<file path="config.mk">
export PLATFORM = sky130hd
export DESIGN_NAME = cpu_sequencer
export DESIGN_NICKNAME = d
export VERILOG_FILES = /design/src/rtl/cpu_sequencer.sv
export SDC_FILE = /design/constraint.sdc
export NUM_CORES = 1
export LEC_CHECK = 0
export CORE_MARGIN = 4
export CORE_UTILIZATION = 28
export CTS_CLUSTER_DIAMETER = 150
export DETAILED_ROUTE_END_ITERATION = 8
export GPL_TIMING_DRIVEN = 0
export PLACE_DENSITY = 0.53
export RECOVER_POWER = 100
export SLEW_MARGIN = 10
export SYNTH_ARGS = -nofsm -noshare
export SYNTH_HDL_FRONTEND = slang
export SYNTH_SLANG_ARGS = --single-unit
export TNS_END_PERCENT = 10
</file>
<file path="constraint.sdc">
create_clock -name Clk -period 3.3 [get_ports Clk]
set_input_delay 0.33 -clock Clk [delete_from_list [all_inputs] [get_ports Clk]]
set_output_delay 0.33 -clock Clk [all_outputs]
set_load 0.03 [all_outputs]
</file>
<file path="src/rtl/cpu_sequencer.sv">
// Multi-cycle control unit: owns PC, IR and flags, and sequences fetch, condition check,
// execute, load/store and write-back while driving the RAM and register-bank strobes.
module cpu_sequencer #(
  parameter int unsigned ADDR_W  = 16,
  parameter int unsigned DATA_W  = 32,
  parameter int unsigned RAM_LAT = 1,
  parameter logic [3:0]  OP_LDR  = 4'hD,
  parameter logic [3:0]  OP_STR  = 4'hE,
  parameter logic [3:0]  OP_B    = 4'hC
) (
  input  logic              Clk,
  input  logic              Reset,
  input  logic              Start,
  output logic              Ram_Enable,
  output logic              Ram_RW,
  output logic [ADDR_W-1:0] Ram_Address,
  input  logic [DATA_W-1:0] Ram_Data_in,
  output logic [DATA_W-1:0] Ram_Data_out,
  input  logic [DATA_W-1:0] Store_Data,
  input  logic [DATA_W-1:0] Alu_Result,
  input  logic [3:0]        New_Flag,
  output logic [DATA_W-1:0] Instruction,
  output logic [3:0]        Flag,
  output logic              Reg_Write,
  output logic              Reg_Src_Mem,
  output logic [ADDR_W-1:0] Pc,
  output logic              Busy,
  output logic              Halted
);

  typedef enum logic [2:0] {
    S_IDLE,
    S_FETCH,
    S_FWAIT,
    S_EXEC,
    S_MEM,
    S_MWAIT,
    S_WB,
    S_HALT
  } state_t;

  localparam logic [2:0] LAT_LAST = 3'(RAM_LAT - 1);

  state_t              state_q, state_d;
  logic [ADDR_W-1:0]   pc_q, pc_d;
  logic [DATA_W-1:0]   ir_q, ir_d;
  logic [3:0]          flag_q, flag_d;
  logic [2:0]          lat_cnt_q, lat_cnt_d;
  logic                ram_en_q, ram_en_d;
  logic                ram_rw_q, ram_rw_d;
  logic [ADDR_W-1:0]   ram_addr_q, ram_addr_d;
  logic [DATA_W-1:0]   ram_dout_q, ram_dout_d;
  logic                reg_write_q, reg_write_d;
  logic                reg_src_mem_q, reg_src_mem_d;
  logic                busy_q, busy_d;
  logic                halted_q, halted_d;
  logic                lat_last;

  // Only the low ADDR_W bits of the ALU result form a memory address.
  logic unused_alu_hi;
  assign unused_alu_hi = ^Alu_Result[DATA_W-1:ADDR_W];

  function automatic logic cond_pass(input logic [3:0] cond, input logic [3:0] f);
    logic n, z, c, v;
    {n, z, c, v} = f;
    case (cond)
      4'h0:    cond_pass = z;
      4'h1:    cond_pass = !z;
      4'h2:    cond_pass = c;
      4'h3:    cond_pass = !c;
      4'h4:    cond_pass = n;
      4'h5:    cond_pass = !n;
      4'h6:    cond_pass = v;
      4'h7:    cond_pass = !v;
      4'h8:    cond_pass = c & !z;
      4'h9:    cond_pass = !c | z;
      4'hA:    cond_pass = (n == v);
      4'hB:    cond_pass = (n != v);
      4'hC:    cond_pass = !z & (n == v);
      4'hD:    cond_pass = z | (n != v);
      4'hE:    cond_pass = 1'b1;
      default: cond_pass = 1'b0;
    endcase
  endfunction

  function automatic logic is_alu_op(input logic [3:0] op);
    is_alu_op = (op != OP_B) && (op != OP_LDR) && (op != OP_STR);
  endfunction

  // True when the instruction, executed under the given flags, writes the ALU result back.
  function automatic logic alu_fires(input logic [DATA_W-1:0] ir, input logic [3:0] f);
    alu_fires = (ir != '1) && cond_pass(ir[31:28], f) && is_alu_op(ir[27:24]);
  endfunction

  assign lat_last = (lat_cnt_q == LAT_LAST);

  always_comb begin
    // NOTE: every _d takes a default first so no path through the case can infer a latch.
    state_d       = state_q;
    pc_d          = pc_q;
    ir_d          = ir_q;
    flag_d        = flag_q;
    lat_cnt_d     = lat_cnt_q;
    ram_addr_d    = ram_addr_q;
    ram_dout_d    = ram_dout_q;
    ram_en_d      = 1'b0;
    ram_rw_d      = 1'b1;
    reg_write_d   = 1'b0;
    reg_src_mem_d = 1'b0;

    case (state_q)
      S_IDLE, S_HALT: begin
        if (Start) begin
          pc_d    = '0;
          state_d = S_FETCH;
        end
      end
      S_FETCH: begin
        lat_cnt_d = '0;
        state_d   = S_FWAIT;
      end
      S_FWAIT: begin
        if (lat_last) begin
          ir_d    = Ram_Data_in;
          pc_d    = pc_q + ADDR_W'(1);
          state_d = S_EXEC;
        end else begin
          lat_cnt_d = lat_cnt_q + 3'd1;
        end
      end
      S_EXEC: begin
        state_d = S_FETCH;
        if (ir_q == '1) begin
          state_d = S_HALT;
        end else if (cond_pass(ir_q[31:28], flag_q)) begin
          if (ir_q[27:24] == OP_B) begin
            pc_d = ADDR_W'(ir_q[18:3]);
          end else if (ir_q[27:24] == OP_LDR || ir_q[27:24] == OP_STR) begin
            state_d = S_MEM;
          end else if (ir_q[23]) begin
            flag_d = New_Flag;
          end
        end
      end
      S_MEM: begin
        if (ir_q[27:24] == OP_STR) begin
          state_d = S_FETCH;
        end else begin
          lat_cnt_d = '0;
          state_d   = S_MWAIT;
        end
      end
      S_MWAIT: begin
        if (lat_last) begin
          state_d = S_WB;
        end else begin
          lat_cnt_d = lat_cnt_q + 3'd1;
        end
      end
      S_WB:    state_d = S_FETCH;
      default: state_d = S_IDLE;
    endcase

    // Outputs are registered, so they are decoded from the state being entered.
    // The ALU operands are stable from EXEC through MEM, so sampling them here is safe.
    case (state_d)
      S_FETCH, S_FWAIT: begin
        ram_en_d   = 1'b1;
        ram_addr_d = pc_d;
      end
      S_EXEC: reg_write_d = alu_fires(ir_d, flag_d);
      S_MEM: begin
        ram_en_d   = 1'b1;
        ram_addr_d = Alu_Result[ADDR_W-1:0];
        if (ir_d[27:24] == OP_STR) begin
          ram_rw_d   = 1'b0;
          ram_dout_d = Store_Data;
        end
      end
      S_MWAIT: ram_en_d = 1'b1;
      S_WB: begin
        reg_write_d   = 1'b1;
        reg_src_mem_d = 1'b1;
      end
      default: ;
    endcase

    busy_d   = !(state_d inside {S_IDLE, S_HALT});
    halted_d = (state_d == S_HALT);
  end

  // NOTE: sequential state uses non-blocking assignments only, so every flop samples pre-edge values.
  always_ff @(posedge Clk or negedge Reset) begin
    if (!Reset) begin
      state_q       <= S_IDLE;
      pc_q          <= '0;
      ir_q          <= '0;
      flag_q        <= '0;
      lat_cnt_q     <= '0;
      ram_en_q      <= 1'b0;
      ram_rw_q      <= 1'b1;
      ram_addr_q    <= '0;
      ram_dout_q    <= '0;
      reg_write_q   <= 1'b0;
      reg_src_mem_q <= 1'b0;
      busy_q        <= 1'b0;
      halted_q      <= 1'b0;
    end else begin
      state_q       <= state_d;
      pc_q          <= pc_d;
      ir_q          <= ir_d;
      flag_q        <= flag_d;
      lat_cnt_q     <= lat_cnt_d;
      ram_en_q      <= ram_en_d;
      ram_rw_q      <= ram_rw_d;
      ram_addr_q    <= ram_addr_d;
      ram_dout_q    <= ram_dout_d;
      reg_write_q   <= reg_write_d;
      reg_src_mem_q <= reg_src_mem_d;
      busy_q        <= busy_d;
      halted_q      <= halted_d;
    end
  end

  assign Ram_Enable   = ram_en_q;
  assign Ram_RW       = ram_rw_q;
  assign Ram_Address  = ram_addr_q;
  assign Ram_Data_out = ram_dout_q;
  assign Instruction  = ir_q;
  assign Flag         = flag_q;
  assign Reg_Write    = reg_write_q;
  assign Reg_Src_Mem  = reg_src_mem_q;
  assign Pc           = pc_q;
  assign Busy         = busy_q;
  assign Halted       = halted_q;

endmodule

</file>
==> flow_summary_export.csv <==
group,metric,value,unit
cts,clk_latency,0.36,ns
timing,holdWs,0.499,ns
synthesis,ys_types,69,
place,port_buffers,192,
outcome,violations,"max-capacitance violations, max-slew violations",
synthesis,synth_top_family_by_area,"simple AND/OR/NAND/NOR gates",
cts,clk_pin_slew,0.08,ns
cells_and_area,nFillCells,1965,
route,totalWireLength,19900,um
synthesis,synth_warnings,0,
synthesis,synth_compound_area_share,13.1,%
power,powerDensity,1040,nW/um2
global_route,track_usage,16.7,%
critical_path,worstPathCellList,"xnor2_4 > a211o_1 > a311o_1 > o2bb2ai_4 > a221oi_4 > or4b_4 > o211ai_4 > clkbuf_16 > mux2_4",
global_route,overflow,0,
critical_path,cp-start-kind,"flop",
synthesis,asyncSetResetFlopFracSynth,100,%
cts,htreeDepth,3,
floorplanning,die_x,152,um
power,p_leak,0.00399,uW
synthesis,synth.avg_cell_area,10.4,um2
cells_and_area,area_growth,48.4,%
timing,tightest_slew,1.87,ns
route,avgViaCountPerCell,4.99,
timing,max_freq,0.308,GHz
place,globalplace.congestion,0.878,
outcome,status,"finished, violations left",
critical_path,path_max_fanout,7,
synthesis,synth-simple-area-share,17.2,%
synthesis,synth_most_common_cell,"dfrtp_1",
synthesis,ys_seq_area_share,48.4,%
timing,fin_crit,3.25,ns
synthesis,syn_nets,661,
global_route,grt_antenna_before_repair,0,
floorplanning,die_height,152,um
cells_and_area,seq_area,2810,um2
critical_path,max_stage_delay,0.51,ns
cts,cts_buffers,9,
synthesis,synth_edf_count,0,
global_route,grt_pass1_vias,5398,
cells_and_area,drive_gt1_share,17.8,%
timing,fin_crit_sh,98.5,%
route,drt_iter0_drc,321,
synthesis,synth_area_leaders,"dfrtp_1 (48%), mux2_2 (11%), nand2_1 (6.7%)",
floorplanning,rows,52,
floorplanning,ios,209,
timing,fin_skew,0.00712,ns
critical_path,crit_family,"compound AO/OA/AOI/OAI gates",
cts,cts_tree,"done",
worst_hold_path,hold_class,"in2reg",
floorplanning,coreArea,20300,um2
critical_path,cp.arrival,3.49,ns
timing,max_slew_margin,-24.9,%
synthesis,synthAdderAreaFrac,0.648,%
global_route,grt_max_degree,83,
synthesis,yosysTopAreaCell,"dfrtp_1",
timing,setup_violations,0,
floorplanning,die_area,23000,um2
timing,finalSetupTns,0,ns
critical_path,crit_slowest_cell,"or4b_4",
synthesis,ys_ff_latch,112,
route,vias,5210,
synthesis,synthFlopType,"dfrtp_1",
flow_run,cap_violations,1,
cells_and_area,n_antenna_cell,0,
cts,numClockSinks,112,
synthesis,synthMuxAreaShare,16.4,%
route,remaining_drc_errors,0,
timing,hold_violations,0,
critical_path,crit_buf_inv,1,
power,ir_drop,0.402,mV
place,hpwlAfterDp,15100,um
timing,rsz0062_at_grt,"true",
floorplanning,initial_utilization,28.5,%
synthesis,synthXorXnorAreaFrac,1.06,%
cells_and_area,fin_nets,876,
route,ant_nets,0,
critical_path,endpoint_kind,"flop",
cts,root_buffer,"clkbuf_16",
route,routedWlPerCell,19.0,um
cells_and_area,multi_input_area,2900,um2
synthesis,synth_top_cell_area_share,48.0,%
synthesis,syn_area,5790,um2
critical_path,path_class,"reg2reg",
global_route,grt_pass1_wl,30800,um
synthesis,syn_inst,555,
timing,slew_viol_final,31,
cts,clk_path_buf_depth,2,
synthesis,yosys-top-cells-count,"dfrtp_1 (111), nand2_1 (104), mux2_2 (57)",
route,dr.pass1.iters,5,
critical_path,crit_required,3.54,ns
[final timing paths]
| check | startpoint | endpoint | slack (ns) | depth (start not counted) |
|---|---|---|---|---|
| max | Flag[0] | Ram_Address[10] | 0.05 | 9 |
| min | Ram_Data_in[4] | Instruction[4] | 0.50 | 3 |
| max reg2reg | Flag[0] | Ram_Address[10] | 0.05 | 9 |
| min reg2reg | Ram_Address[4] | Ram_Address[4] | 0.50 | 1 |
| max in group asynchronous | Reset | Instruction[30] | 1.06 | 2 |
| min in group asynchronous | Reset | Ram_Address[5] | 1.02 | 2 |
[layout make-up]
class                           instances  share of cell area [%]
Timing Repair Buffer                  207                    24.1
Buffer                                 22                    1.38
Sequential cell                       112                    32.7
Tap cell                              270                    3.93
Inverter                               18                   0.786
Clock buffer                           10                    2.78
Multi-Input combinational cell        400                    33.7
Clock inverter                          6                   0.670
[sequential cells by signal, indices dropped and copies added, names as in the netlist]
signal / cells
Instruction: 32
Ram_Data_out: 32
Pc: 16
Ram_Address: 16
Flag: 4
lat_cnt_q: 3
state_q: 3
Busy: 1
Halted: 1
Ram_Enable: 1
Ram_RW: 1
Reg_Src_Mem: 1
Reg_Write: 1
[cell usage in the layout (no fill, tap or decap), drive strengths merged, types with 4 or more instances in the layout]
cell,count
a31oi,10
or2,6
nand2,104
mux2i,16
o31ai,4
nand3b,4
clkdlybuf4s50,99
a211o,4
dlygate4sd3,93
clkbuf,27
o2bb2ai,4
o211ai,6
buf,20
nor3,9
nor2,27
nand4,10
xnor2,5
nand3,7
nand2b,5
o21ai,19
nor2b,5
and2,5
nor3b,6
inv,22
mux2,67
a21oi,13
dfrtp,111
o221ai,6
[per-layer routing]
layer | track usage, % | vias to the layer above | routed length (um) | share of wire [%]
li1 | - | 2435 | - | -
met1 | 21.1 | 2563 | 8440 | 42
met2 | 28.0 | 192 | 9650 | 49
met3 | 5.09 | 20 | 1500 | 7.6
met4 | 4.41 | 0 | 291 | 1.5
met5 | 0 | - | 0 | 0
[worst min-delay path, stage by stage]
cell and delay (ns):
clkdlybuf4s50_1 0.39, nand2_1 0.06, nand2_1 0.04
[logic make-up (layout without fill, tap and decap cells)]
group | Yosys count | in the layout
buffers and inverters | 43 | 263
DFF | 112 | 112
AOI/OAI and AO/OA | 101 | 101
and+or+nand+nor | 206 | 206
adders and majority gates | 3 | 3
muxes | 83 | 83
xor gates and xnor gates | 7 | 7
[timing repair]
action,4_1_cts,5_1_grt
resized for setup,13,17
hold buffers,1,0
pin swaps,2,6
cloned,0,1
endpoints found under the setup margin,51,46
hold endpoints to repair,30,0
setup buffers,1,11
[power by group]
group | internal (uW) | switching, uW | total [uW] | leakage [uW]
sequential | 1900 | 569 | 2470 | 0.00146
clock | 554 | 566 | 1120 | 0.000147
combinational | 2270 | 3090 | 5360 | 0.00238
[through the flow]
stage / instance area, um2 / power [uW] / worst slack, ns / cells / util, %
after detailed placement: 8080 / 7630 / -0.434 / 1018 / 39.8
after floorplan: 5790 / 5570 / 0.0338 / 555 / -
after global routing: 8600 / 9520 / -0.0589 / 1045 / 42.3
final: 8600 / 8950 / 0.0505 / 1045 / 42.3
after global placement: 8050 / 7550 / -2.68 / 1017 / 39.7
after CTS: 8430 / 8850 / -0.00204 / 1034 / 41.5
Power figures use the tool's default switching activity.
